<file path="config.mk">
export PLATFORM = sky130hd
export DESIGN_NAME = spi_slave_responder
export DESIGN_NICKNAME = d
export VERILOG_FILES = /design/src/rtl/spi_slave_responder.sv
export SDC_FILE = /design/constraint.sdc
export NUM_CORES = 1
export LEC_CHECK = 0
export BUFFER_PORTS_ARGS = -buffer_cell sky130_fd_sc_hd__clkbuf_2
export CORE_UTILIZATION = 30
export CTS_BUF_LIST = sky130_fd_sc_hd__clkbuf_8 sky130_fd_sc_hd__clkbuf_16
export DETAILED_ROUTE_END_ITERATION = 6
export GPL_TIMING_DRIVEN = 0
export PLACE_DENSITY = 0.51
export SLEW_MARGIN = 5
export SYNTH_ARGS = -nofsm -noshare
export SYNTH_HDL_FRONTEND = slang
export SYNTH_SLANG_ARGS = --single-unit
</file>
<file path="constraint.sdc">
create_clock -name pclk -period 1.7 [get_ports pclk]
set_input_delay 0.085 -clock pclk [delete_from_list [all_inputs] [get_ports pclk]]
set_output_delay 0.085 -clock pclk [all_outputs]
set_load 0.1 [all_outputs]
</file>
<file path="src/rtl/spi_slave_responder.sv">
// SPI slave (responder): oversamples sclk/cs_n/mosi on pclk, supports all
// four CPOL/CPHA modes and both shift directions. TX and RX each have a
// single-entry holding register with a valid/ready handshake.
// Optional macro SPI_SLAVE_STATUS_EN adds sticky overrun/underrun flags
// and a status_clr input.
module spi_slave_responder #(
    parameter int CHAR_LENGTH  = 8,
    parameter int NO_OF_SLAVES = 1,
    parameter int CS_INDEX     = 0
) (
    input  logic                    pclk,
    input  logic                    areset,
    input  logic [1:0]              cfg_mode,
    input  logic                    cfg_msb_first,
    input  logic                    sclk,
    input  logic [NO_OF_SLAVES-1:0] cs_n,
    input  logic                    mosi,
    output logic                    miso,
    output logic                    miso_oe,
    input  logic [CHAR_LENGTH-1:0]  tx_data,
    input  logic                    tx_valid,
    output logic                    tx_ready,
    output logic [CHAR_LENGTH-1:0]  rx_data,
    output logic                    rx_valid,
    input  logic                    rx_ready,
`ifdef SPI_SLAVE_STATUS_EN
    input  logic                    status_clr,
    output logic                    overrun_flag,
    output logic                    underrun_flag,
`endif
    output logic                    busy
);

    localparam int CNT_W = $clog2(CHAR_LENGTH);
    localparam logic [CNT_W-1:0] LAST_BIT = CNT_W'(CHAR_LENGTH - 1);

    typedef enum logic [1:0] {IDLE, LOAD, SHIFT, DONE} state_t;

    state_t state, state_next;

    logic [1:0]             sclk_sync, cs_sync, mosi_sync;
    logic                   sclk_d, cs_d;
    logic                   cfg_cpol, cfg_cpha, cfg_msb;
    logic [CHAR_LENGTH-1:0] hold, tx_sr, rx_sr;
    logic                   hold_full;
    logic                   miso_r;
    logic                   armed;
    logic [CNT_W-1:0]       bit_cnt;

    logic sclk_rise, sclk_fall, lead_edge, trail_edge, sample_edge, shift_edge;
    logic cs_fall, cs_high;
    logic latch_cfg, take, push, sample, drive;
    logic [CHAR_LENGTH-1:0] load_val;

    function automatic logic first_bit(input logic [CHAR_LENGTH-1:0] v, input logic msb);
        return msb ? v[CHAR_LENGTH-1] : v[0];
    endfunction

    function automatic logic [CHAR_LENGTH-1:0] shift_out(input logic [CHAR_LENGTH-1:0] v,
                                                         input logic msb);
        return msb ? {v[CHAR_LENGTH-2:0], 1'b0} : {1'b0, v[CHAR_LENGTH-1:1]};
    endfunction

    // Two-flop synchronisers plus one delay stage for edge detection.
    always_ff @(posedge pclk) begin
        if (areset) begin
            sclk_sync <= {2{cfg_mode[1]}};
            sclk_d    <= cfg_mode[1];
            cs_sync   <= '1;
            cs_d      <= 1'b1;
            mosi_sync <= '0;
        end else begin
            sclk_sync <= {sclk_sync[0], sclk};
            sclk_d    <= sclk_sync[1];
            cs_sync   <= {cs_sync[0], cs_n[CS_INDEX]};
            cs_d      <= cs_sync[1];
            mosi_sync <= {mosi_sync[0], mosi};
        end
    end

    assign sclk_rise   = sclk_sync[1] & ~sclk_d;
    assign sclk_fall   = ~sclk_sync[1] & sclk_d;
    assign lead_edge   = cfg_cpol ? sclk_fall : sclk_rise;
    assign trail_edge  = cfg_cpol ? sclk_rise : sclk_fall;
    assign sample_edge = cfg_cpha ? trail_edge : lead_edge;
    assign shift_edge  = cfg_cpha ? lead_edge : trail_edge;
    assign cs_fall     = cs_d & ~cs_sync[1];
    assign cs_high     = cs_sync[1];
    assign load_val    = hold_full ? hold : '0;

    // State register.
    always_ff @(posedge pclk) begin
        if (areset) state <= IDLE;
        else        state <= state_next;
    end

    // Next-state logic and per-cycle control strobes.
    always_comb begin
        state_next = state;
        latch_cfg  = 1'b0;
        take       = 1'b0;
        push       = 1'b0;
        sample     = 1'b0;
        drive      = 1'b0;
        case (state)
            IDLE: begin
                if (cs_fall) begin
                    latch_cfg  = 1'b1;
                    state_next = LOAD;
                end
            end
            LOAD: begin
                if (cs_high) begin
                    state_next = IDLE;
                end else begin
                    take       = 1'b1;
                    state_next = SHIFT;
                end
            end
            SHIFT: begin
                if (cs_high) begin
                    state_next = IDLE;
                end else begin
                    if (sample_edge) begin
                        sample = 1'b1;
                        if (bit_cnt == LAST_BIT) state_next = DONE;
                    end
                    // With CPHA=0 the trailing edge that closes the last bit of a
                    // character arrives after the next character was already
                    // loaded; 'armed' suppresses that stale shift.
                    if (shift_edge && (cfg_cpha || armed)) drive = 1'b1;
                end
            end
            DONE: begin
                push = 1'b1;
                if (cs_high) begin
                    state_next = IDLE;
                end else begin
                    take       = 1'b1;
                    state_next = SHIFT;
                end
            end
            default: state_next = IDLE;
        endcase
    end

    // Latched configuration, shift registers, bit counter and miso driver.
    always_ff @(posedge pclk) begin
        if (areset) begin
            cfg_cpol <= cfg_mode[1];
            cfg_cpha <= 1'b0;
            cfg_msb  <= 1'b0;
            tx_sr    <= '0;
            rx_sr    <= '0;
            miso_r   <= 1'b0;
            armed    <= 1'b0;
            bit_cnt  <= '0;
        end else begin
            if (latch_cfg) begin
                cfg_cpol <= cfg_mode[1];
                cfg_cpha <= cfg_mode[0];
                cfg_msb  <= cfg_msb_first;
            end
            if (take) begin
                armed   <= 1'b0;
                bit_cnt <= '0;
                if (cfg_cpha) begin
                    tx_sr <= load_val;
                end else begin
                    miso_r <= first_bit(load_val, cfg_msb);
                    tx_sr  <= shift_out(load_val, cfg_msb);
                end
            end
            if (drive) begin
                armed  <= 1'b0;
                miso_r <= first_bit(tx_sr, cfg_msb);
                tx_sr  <= shift_out(tx_sr, cfg_msb);
            end
            if (sample) begin
                armed   <= 1'b1;
                bit_cnt <= bit_cnt + CNT_W'(1);
                rx_sr   <= cfg_msb ? {rx_sr[CHAR_LENGTH-2:0], mosi_sync[1]}
                                   : {mosi_sync[1], rx_sr[CHAR_LENGTH-1:1]};
            end
        end
    end

    // TX holding register: accepts when empty, empties when moved to tx_sr.
    always_ff @(posedge pclk) begin
        if (areset) begin
            hold      <= '0;
            hold_full <= 1'b0;
        end else if (take && hold_full) begin
            hold_full <= 1'b0;
        end else if (tx_valid && !hold_full) begin
            hold      <= tx_data;
            hold_full <= 1'b1;
        end
    end

    // RX holding register: push unless full and not being drained (overrun).
    always_ff @(posedge pclk) begin
        if (areset) begin
            rx_data  <= '0;
            rx_valid <= 1'b0;
        end else if (push && (!rx_valid || rx_ready)) begin
            rx_data  <= rx_sr;
            rx_valid <= 1'b1;
        end else if (rx_valid && rx_ready) begin
            rx_valid <= 1'b0;
        end
    end

`ifdef SPI_SLAVE_STATUS_EN
    // Sticky status flags; a new event wins over a same-cycle clear.
    always_ff @(posedge pclk) begin
        if (areset) begin
            overrun_flag  <= 1'b0;
            underrun_flag <= 1'b0;
        end else begin
            overrun_flag  <= (push && rx_valid && !rx_ready) || (overrun_flag && !status_clr);
            underrun_flag <= (take && !hold_full) || (underrun_flag && !status_clr);
        end
    end
`endif

    assign tx_ready = ~hold_full;
    assign miso_oe  = (state != IDLE);
    assign busy     = (state != IDLE);
    assign miso     = miso_oe & miso_r;

endmodule

</file>
==> Yosys cells after proc, flatten, opt, wreduce, memory -nomap -nowiden <==
Cells that the tools add are included.
{ "totals": {"register_bits": 52, "word_cells": 101, "input_bits": 18, "output_inout_bits": 13} }
{ "op_classes": {"n_eq_ne": 8, "muxes": 44, "addsub": 1, "reduce_logical": 21, "bitwise": 9} }
{ "ops": {"columns": ["cell", "count"], "rows": [
  ["2-to-1 mux 8 bit", 7],
  ["2-to-1 mux 1 bit", 28],
  ["2-to-1 mux 2 bit", 6],
  ["nonzero test 2 bit", 5],
  ["2-to-1 mux 3 bit", 2],
  ["inequality test 3 bit (second input constant)", 2],
  ["case mux 2 bit (3 select lines)", 1],
  ["logical AND 1 bit", 5],
  ["inverter 1 bit", 5],
  ["bitwise AND 1 bit", 4],
  ["equality test 2 bit (second input constant)", 2],
  ["AND reduction 2 bit", 2],
  ["OR reduction 2 bit", 2],
  ["adder 3 x 1 -> 3 bit (second input constant)", 1],
  ["equality test 3 bit (second input constant)", 1],
  ["AND reduction 3 bit", 1],
  ["nonzero test 3 bit", 1],
  ["equality test 2 x 1 -> 1 bit (second input constant)", 1],
  ["zero test 1 bit", 2],
  ["zero test 2 bit", 1],
  ["logical OR 1 bit", 2],
  ["inequality test 2 x 1 -> 1 bit (second input constant)", 1],
  ["inequality test 2 bit (second input constant)", 1]
]} }

==> Longest topological paths before layout <==
Gate-level depths: netlist (run 1).
{ "depth": {"word_depth": 10, "ltp_mapped": 7, "mapped_depth_nobuf": 4} }

==> Worst setup path before layout (run 1) <==
Ideal clock, no wire load.
{ "synth_path": {"path_type": "register to register", "from": "register state[0]", "to": "register cfg_cpol (enable)", "stages_incl_launch_ff": 4, "synth_period_minus_slack_ns": 1.835, "required_time_ns": 1.410, "n_path_buf": 0, "setup_time_ns": 0.290, "slack_ns": -0.135, "t_arrival_ns": 1.545, "path_cell_list": "dfxtp_1 or2_2 nor3b_1 or2_2"} }
{ "synth_via": {"elab_chain_len": 3} }
{ "synth_lines": {"columns": ["element", "line", "text"], "rows": [
  ["start, declared", "39", "state_t state, state_next;"],
  ["start signal, assigned", "94", "else state <= state_next;"],
  ["zero test 2 bit", "105", "case (state)"],
  ["2-to-1 mux 1 bit", "105", null],
  ["nonzero test 2 bit (no line)", null, null],
  ["end signal, assigned", "150", "cfg_cpol <= cfg_mode[1];"],
  ["end signal, assigned", "160", "cfg_cpol <= cfg_mode[1];"],
  ["end, declared", "43", "logic cfg_cpol, cfg_cpha, cfg_msb;"]
]} }
Every way passes these cells.
A chain may end at the register's enable or synchronous reset.

==> Final worst setup path (run 1) <==
{ "layout_path": {"from": "register cfg_cpol", "to": "register miso_r"} }
{ "layout_via": {"elab_chain_len": 8, "elab_cells_between_ends": 11, "cone_classes": "eq/ne (1); mux (7); reduce/logical (3)"} }
{ "layout_lines": {"columns": ["element", "line", "text"], "rows": [
  ["2-to-1 mux 1 bit (on tied branches)", "84, 83", null],
  ["2-to-1 mux 1 bit *", "86", "assign shift_edge = cfg_cpha ? lead_edge : trail_edge;"],
  ["logical AND 1 bit *", "131", "if (shift_edge && (cfg_cpha || armed)) drive = 1'b1;"],
  ["2-to-1 mux 1 bit *", "131", null],
  ["2-to-1 mux 1 bit *", "121", "if (cs_high) begin"],
  ["2-to-1 mux 1 bit *", "105", null],
  ["inequality test 2 x 1 -> 1 bit (no line) / nonzero test 2 bit (equally long branches)", null, null],
  ["AND reduction 2 bit (no line)", null, null],
  ["end signal, assigned", "170", "miso_r <= first_bit(load_val, cfg_msb);"],
  ["end signal, assigned", "176", "miso_r <= first_bit(tx_sr, cfg_msb);"],
  ["end, declared", "46", "logic miso_r;"]
]} }
Every way passes the cells marked *; elsewhere a longest branch is shown, timed or not.

==> reports/qor.csv, run 1 <==
stage;metric;value;unit
drt;via_count;2220;
logic_synthesis;synth_cell_types;40;
clock_tree;clk_latency;0.31;ns
worst_setup_path;r2r-end;miso_r;
power;irDropWorstVdd;0.000433;V
drt;drc_errors;0;
timing;holdWs;0.00388;ns
logic_synthesis;syn_area;0.00245;mm^2
finish;layout_commonest_cell;dfxtp_1;
worst_hold_path;holdPathEnd;hold[1];
timing;rsz0062_at_grt;yes;
timing;finalClockSkew;0.00623;ns
global_routing;gr-total-overflow;0;
global_routing;grt_antenna_before_repair;0;
worst_setup_path;path_delay_family;compound AO/OA/AOI/OAI gates;
timing;timing.final.hold_violations;0;
logic_synthesis;avgSynthCellArea;8.83;um^2
worst_setup_path;crit_path_end_kind;flip-flop;
logic_synthesis;syn-num-nets;298;
power;p_leak;1.09;nW
placement;gp_congestion;0.823;
finish;final_cell_mix;dfxtp_1 (46), clkbuf_2 (31), a21oi_1 (29), nand2_1 (27), mux2i_1 (20);
die;dieArea;0.00855;mm^2
logic_synthesis;ys_warn_count;0;
die;coreArea;0.00781;mm^2
logic_synthesis;synth.area.top_cells;dfxtp_1 (42%), mux2i_1 (8.6%), a21oi_1 (6.1%);
finish;fin_nets;348;
run;cap_violations;0;
timing;setup_viol;5;
die;dieWidth;92.5;um
die;ios;31;
timing;slew_viol_final;0;
worst_setup_path;r2r-start;cfg_cpol;
run_status;violations;negative setup slack;
worst_setup_path;worstPathCellList;or3b_4, a211o_4, buf_6, a221oi_4, nor3_1;
timing;relSlewSlack;0.615;
worst_setup_path;ff2ff_path_depth;5;
logic_synthesis;ys_seq_area_frac;0.428;
timing;min_period;1.83;ns
global_routing;grt_max_degree;17;
logic_synthesis;synth_area_leader_cell;dfxtp_1;
die;die_h;92.5;um
worst_setup_path;critPathBufInv;1;
finish;area_delta_synth_final;25.4;%
clock_tree;clk_path_buf_depth;2;
drt;wl_per_cell;15.0;um
power;pwr_density_cell;740;mW/mm^2
logic_synthesis;synth-main-ff-cell;dfxtp_1;
worst_setup_path;arrival;2.02;ns
global_routing;grt_pass1_wl;10.9;mm
drt;dr.pass1.iters;4;
clock_tree;clock-sinks;52;
logic_synthesis;synth.top_cell.area_share;0.416;
logic_synthesis;synthArstFlopShare;0;
global_routing;first_global_vias;2230;
clock_tree;ctsHtreeMaxLevel;2;
worst_setup_path;path_class;reg2reg;
worst_hold_path;min_path_type;in2reg;
worst_setup_path;cpPeakStageDelay;0.43;ns
placement;port_buffers;29;
power;power.total;2.28;mW
worst_hold_path;whs_path_depth;3;
timing;tightest_slew;0.578;ns
worst_setup_path;required;1.88;ns
worst_setup_path;cp-start-kind;flip-flop;
drt;totalWireLength;6.49;mm
logic_synthesis;synth_seq_cells;52;
clock_tree;cts_made_buffers;5;
timing;finalSetupTns;-0.437;ns
logic_synthesis;syn_inst;278;
worst_setup_path;slowest_stage;edfxtp_1;
timing;min_period_over_period;1.08;
clock_tree;clk_pin_slew_worst_paths;0.10;ns
run_status;status;complete, but fails checks;
finish;diodes;0;
worst_hold_path;worstHoldStart;tx_data[1];
worst_setup_path;reg2reg_slack;-0.13;ns
finish;fillerInstances;838;
timing;fmax;545;MHz
placement;dpl.hpwl;4.41;mm
global_routing;grtUsageTotal;0.160;
die;start_util;0.314;
finish;drive_gt1_frac;0.231;
drt;viasPerCell;5.15;
logic_synthesis;synth_edf_count;1;
clock_tree;cts_tree;yes;
finish;final_util;0.394;
drt;ant_nets;0;
timing;fin_ws;-0.134;ns
drt;drt_iter0_drc;72;
die;fp-row-count;32;
worst_setup_path;worstPathMaxFanout;10;
clock_tree;cts-root-buf;clkbuf_8;
-- logic make-up (layout without fill, tap and decap cells) --
logic type | after synthesis | in the layout | share of synthesized area
and+or+nand+nor | 84 | 84 | 0.181
AOI/OAI and AO/OA | 78 | 78 | 0.223
DFF | 52 | 52 | 0.428
buffers and inverters | 39 | 90 | 0.0637
muxes | 22 | 22 | 0.0902
adders and majority gates | 2 | 2 | 0.0102
xor gates and xnor gates | 1 | 1 | 0.00357
-- repair_timing --
action | in CTS | in global routing
buffers inserted | 3 | 2
hold buffers | 10 | 0
pin swaps | 6 | 4
endpoints found under the hold margin | 10 | 0
gates resized for setup | 17 | 22
cloned | 1 | 0
endpoints found under the setup margin | 24 | 24
-- state kept, by name (all words and copies together), names as in the netlist --
| name | cells |
|---|---|
| bit_cnt | 3 |
| state | 2 |
| cs_sync | 2 |
| hold | 8 |
| sclk_d | 1 |
| cfg_msb | 1 |
| cfg_cpha | 1 |
| cfg_cpol | 1 |
| cs_d | 1 |
| hold_full | 1 |
| sclk_sync | 2 |
| mosi_sync | 2 |
| armed | 1 |
| rx_valid | 1 |
| miso_r | 1 |
| tx_sr | 8 |
| rx_data | 8 |
| rx_sr | 8 |
-- worst min-delay path, delay by kind of cell --
| family | cells | cell delay [ns] |
|---|---|---|
| compound gates | 1 | 0.06 |
| buf+inv | 1 | 0.08 |
| simple gates | 1 | 0.05 |
-- report_power, final --
part | total (mW) | switching, mW | internal, mW
logic | 0.277 | 0.160 | 0.118
registers | 1.28 | 0.0304 | 1.25
clock network | 0.720 | 0.432 | 0.288
-- layout make-up --
cell class / instances / area [um^2] / share of cell area
multi-input cells: 187 / 1330 / 0.431
flip-flops and latches: 52 / 1060 / 0.343
repair buffers: 45 / 294 / 0.0955
plain buffers: 25 / 140 / 0.0455
well taps: 102 / 128 / 0.0414
clock buffers: 5 / 68.8 / 0.0223
inverters: 12 / 45.0 / 0.0146
clock inverters: 3 / 20.0 / 0.00650
-- synthesized netlist by cell type (2+ instances only) --
master / number
buf_2: 2
a311oi_1: 14
or2_2: 5
nand3_1: 3
buf_4: 2
a21oi_1: 30
or3_1: 2
inv_1: 12
a221oi_1: 6
or3b_1: 3
mux2i_1: 21
o21ai_0: 4
nand3b_1: 4
dfxtp_1: 51
nand2_1: 27
nand2b_1: 4
nor2b_1: 12
a32oi_1: 6
o211ai_1: 8
nand4_1: 3
clkbuf_1: 23
nor2_1: 13
a31oi_1: 4
ha_1: 2
nor3b_1: 2
-- how the worst max path moves through the flow --
stage / start / to / slack (ns) / cells past startpoint
global route: cfg_cpol / miso_r / -0.19 / 5
CTS: cfg_cpol / miso_r / -0.13 / 5
finish: cfg_cpol / miso_r / -0.13 / 5
floorplan: hold_full / hold[1] / -0.03 / 5
global placement: cfg_cpol / miso_r / -0.28 / 6
detailed placement: cfg_cpol / miso_r / -0.26 / 6
-- stage by stage --
step	std cells	instance area, um^2	setup WS, ns
final	431	3080	-0.134
after global placement	409	2740	-0.279
after global routing	431	3080	-0.191
after detailed placement	409	2740	-0.263
after floorplan	278	2460	-0.0287
after CTS	429	3010	-0.128
-- layer usage --
metal	global-route usage	part of all wire
met1	0.207	0.48
met4	0.0612	0.022
met3	0.0296	0.031
met2	0.265	0.47
met5	0	0
Power figures use the tool's default switching activity.
==> run 2, diff against run 1 <==
--- a/config.mk
+++ b/config.mk
@@ -7,7 +7,7 @@
 export LEC_CHECK = 0
 export BUFFER_PORTS_ARGS = -buffer_cell sky130_fd_sc_hd__clkbuf_2
 export CORE_UTILIZATION = 30
-export CTS_BUF_LIST = sky130_fd_sc_hd__clkbuf_8 sky130_fd_sc_hd__clkbuf_16
+export CTS_BUF_LIST = sky130_fd_sc_hd__clkbuf_4
 export DETAILED_ROUTE_END_ITERATION = 6
 export GPL_TIMING_DRIVEN = 0
 export PLACE_DENSITY = 0.51
==> run 2 against run 1 <==
Effect of this change:
- the flow still finishes with violations (negative setup slack)
- critical path type unchanged
- routed wire length grew 3.7%
- global-route usage grew 0.33 points
- cell count grew 2.6%
- cell area grew 4.3%
- largest power group unchanged
- power shrank 3.7%
- highest routed layer unchanged
==> reports/qor.csv, run 2 (synthesized netlist as in run 1, its figures left out) <==
stage;metric;value;unit;change
timing;min_period_over_period;1.08;;about the same
finish;fin_nets;359;;was 348
power;switching_share;0.284;;was 0.273
timing;relSlewSlack;0.615;;about the same
timing;rsz0062_at_grt;yes;;unchanged
power;pwr_density_cell;684;mW/mm^2;was 740 mW/mm^2
clock_tree;clk_path_buf_depth;2;;unchanged
die;fp-row-count;32;;unchanged
finish;fin_area;0.00321;mm^2;was 0.00308 mm^2
finish;final_cell_mix;dfxtp_1 (45), clkbuf_2 (32), a21oi_1 (29), nand2_1 (27), mux2i_1 (20);;was dfxtp_1 (46), clkbuf_2 (31), a21oi_1 (29), nand2_1 (27), mux2i_1 (20)
global_routing;grtUsageTotal;0.164;;was 0.160
timing;fin_ws;-0.143;ns;was -0.134 ns
finish;drive_gt1_frac;0.262;;was 0.231
global_routing;grt_antenna_before_repair;0;;unchanged
timing;tightest_slew;0.577;ns;was 0.578 ns
drt;dr.pass1.iters;4;;unchanged
timing;setup_viol;13;;was 5
worst_setup_path;worstPathCellList;or3b_4, a211o_4, buf_6, a221oi_4, nor3_1;;unchanged
drt;wl_per_cell;15.2;um;was 15.0 um
timing;timing.final.hold_violations;0;;unchanged
placement;place_inst;409;;unchanged
clock_tree;ctsHtreeMaxLevel;2;;unchanged
power;power.total;2.19;mW;was 2.28 mW
global_routing;gr-total-overflow;0;;unchanged
drt;ant_nets;0;;unchanged
power;power.switching;0.622;mW;about the same
placement;gp_congestion;0.823;;unchanged
power;power.share.combinational;0.141;;was 0.122
clock_tree;cts_made_buffers;5;;unchanged
power;seqPwrFrac;0.584;;was 0.562
global_routing;grt_pass1_wl;11.2;mm;was 10.9 mm
run_status;status;complete, but fails checks;;unchanged
global_routing;grt_max_degree;17;;unchanged
clock_tree;cts-root-buf;clkbuf_4;;was clkbuf_8
run_status;violations;negative setup slack;;unchanged
power;p_int;1.57;mW;was 1.66 mW
run;cap_violations;0;;unchanged
die;ios;31;;unchanged
worst_setup_path;worstPathMaxFanout;10;;unchanged
worst_hold_path;min_path_type;in2reg;;unchanged
clock_tree;clock-sinks;52;;unchanged
placement;port_buffers;29;;unchanged
clock_tree;clk_latency;0.38;ns;was 0.31 ns
timing;min_period;1.84;ns;was 1.83 ns
timing;finalSetupTns;-0.623;ns;was -0.437 ns
worst_setup_path;cp-start-kind;flip-flop;;unchanged
clock_tree;clk_pin_slew_worst_paths;0.16;ns;was 0.10 ns
die;die_h;92.5;um;unchanged
clock_tree;cts_tree;yes;;unchanged
placement;place_area;0.00274;mm^2;unchanged
placement;dpl.hpwl;4.41;mm;unchanged
drt;drc_errors;0;;unchanged
worst_setup_path;required;1.97;ns;was 1.88 ns
drt;via_count;2262;;was 2220
power;p_leak;1.14;nW;was 1.09 nW
power;power.share.clock;0.275;;was 0.316
finish;diodes;0;;unchanged
finish;instances_no_fill;442;;was 431
finish;area_delta_synth_final;30.8;%;was 25.4%
power;irDropWorstVdd;0.000404;V;was 0.000433 V
global_routing;first_global_vias;2285;;was 2230
drt;viasPerCell;5.12;;was 5.15
timing;finalClockSkew;0.00661;ns;was 0.00623 ns
worst_setup_path;cpPeakStageDelay;0.46;ns;was 0.43 ns
timing;fmax;543;MHz;was 545 MHz
finish;fillerInstances;826;;was 838
finish;layout_commonest_cell;dfxtp_1;;unchanged
worst_setup_path;slowest_stage;edfxtp_1;;unchanged
timing;slew_viol_final;0;;unchanged
drt;drt_iter0_drc;72;;unchanged
die;dieWidth;92.5;um;unchanged
die;dieArea;0.00855;mm^2;unchanged
die;start_util;0.314;;unchanged
worst_setup_path;path_class;reg2reg;;unchanged
die;coreArea;0.00781;mm^2;unchanged
worst_setup_path;crit_path_end_kind;flip-flop;;unchanged
drt;totalWireLength;6.73;mm;was 6.49 mm
worst_setup_path;arrival;2.11;ns;was 2.02 ns
==> run 2: changes by cell type in the layout (fill, tap and decap cells not counted), sizes merged <==
cell / change
inv: -1
dlygate4sd3: +5
buf: +6
clkbuf: +1
==> run 2: cell type report <==
type | count | area [um^2] | area share
clock buffer | 6 | 45.0 | 0.0140
tap | 102 | 128 | 0.0398
timing repair buffer | 57 | 420 | 0.131
buffer | 24 | 139 | 0.0433
clock inverter | 2 | 16.3 | 0.00507
sequential | 52 | 1060 | 0.331
multi-input combinational | 187 | 1350 | 0.422
inverter | 12 | 45.0 | 0.0140
==> run 2: metrics by stage <==
step           hold WS, ns   util  setup WS, ns
2_1_floorplan        0.184      -       -0.0287
4_1_cts             0.0408  0.394        -0.139
6_report            0.0551  0.411        -0.143
3_5_place_dp         0.272  0.350        -0.263
5_1_grt             0.0451  0.411        -0.195
3_3_place_gp         0.268  0.350        -0.279
==> run 2: final timing paths <==
kind	depth (start not counted)	to	slack, ns	start
setup / recovery	5	miso_r	-0.14	cfg_cpol
hold / removal	2	mosi_sync[1]	0.06	areset
hold reg to reg	1	cs_sync[1]	0.43	cs_sync[0]
setup reg to reg	5	miso_r	-0.14	cfg_cpol
==> run 2: per-layer routing <==
metal	global-route usage	wire, um	part of all wire	vias up
met5	0	0	0	-
met4	0.0638	127	0.019	0
met3	0.0328	216	0.032	11
met2	0.270	3230	0.48	42
met1	0.209	3150	0.47	1079
li1	-	-	-	1130
==> run 2: critical path: cells and delay by family, from the launching register on <==
| family | cells | cell delay (ns) |
|---|---|---|
| flops | 1 | 0.46 |
| buf+inv | 1 | 0.16 |
| simple gates | 2 | 0.46 |
| compound gates | 2 | 0.64 |
==> run 2: repair_timing <==
action                                  4_1_cts  5_1_grt
resized for setup                            25       32
hold endpoints to repair                     17        0
pin swaps                                     7        5
hold buffers                                 15        0
buffers inserted                              5        6
cloned                                        1        1
endpoints found under the setup margin       27       23
==> run 2: power groups by stage <==
stage | Clock (mW) | Combinational, mW | Sequential (mW)
floorplan | 0 | 0.157 | 1.29
global placement | 0 | 0.220 | 1.30
detailed placement | 0 | 0.222 | 1.30
CTS | 0.624 | 0.268 | 1.28
global route | 0.682 | 0.336 | 1.29
finish | 0.603 | 0.310 | 1.28
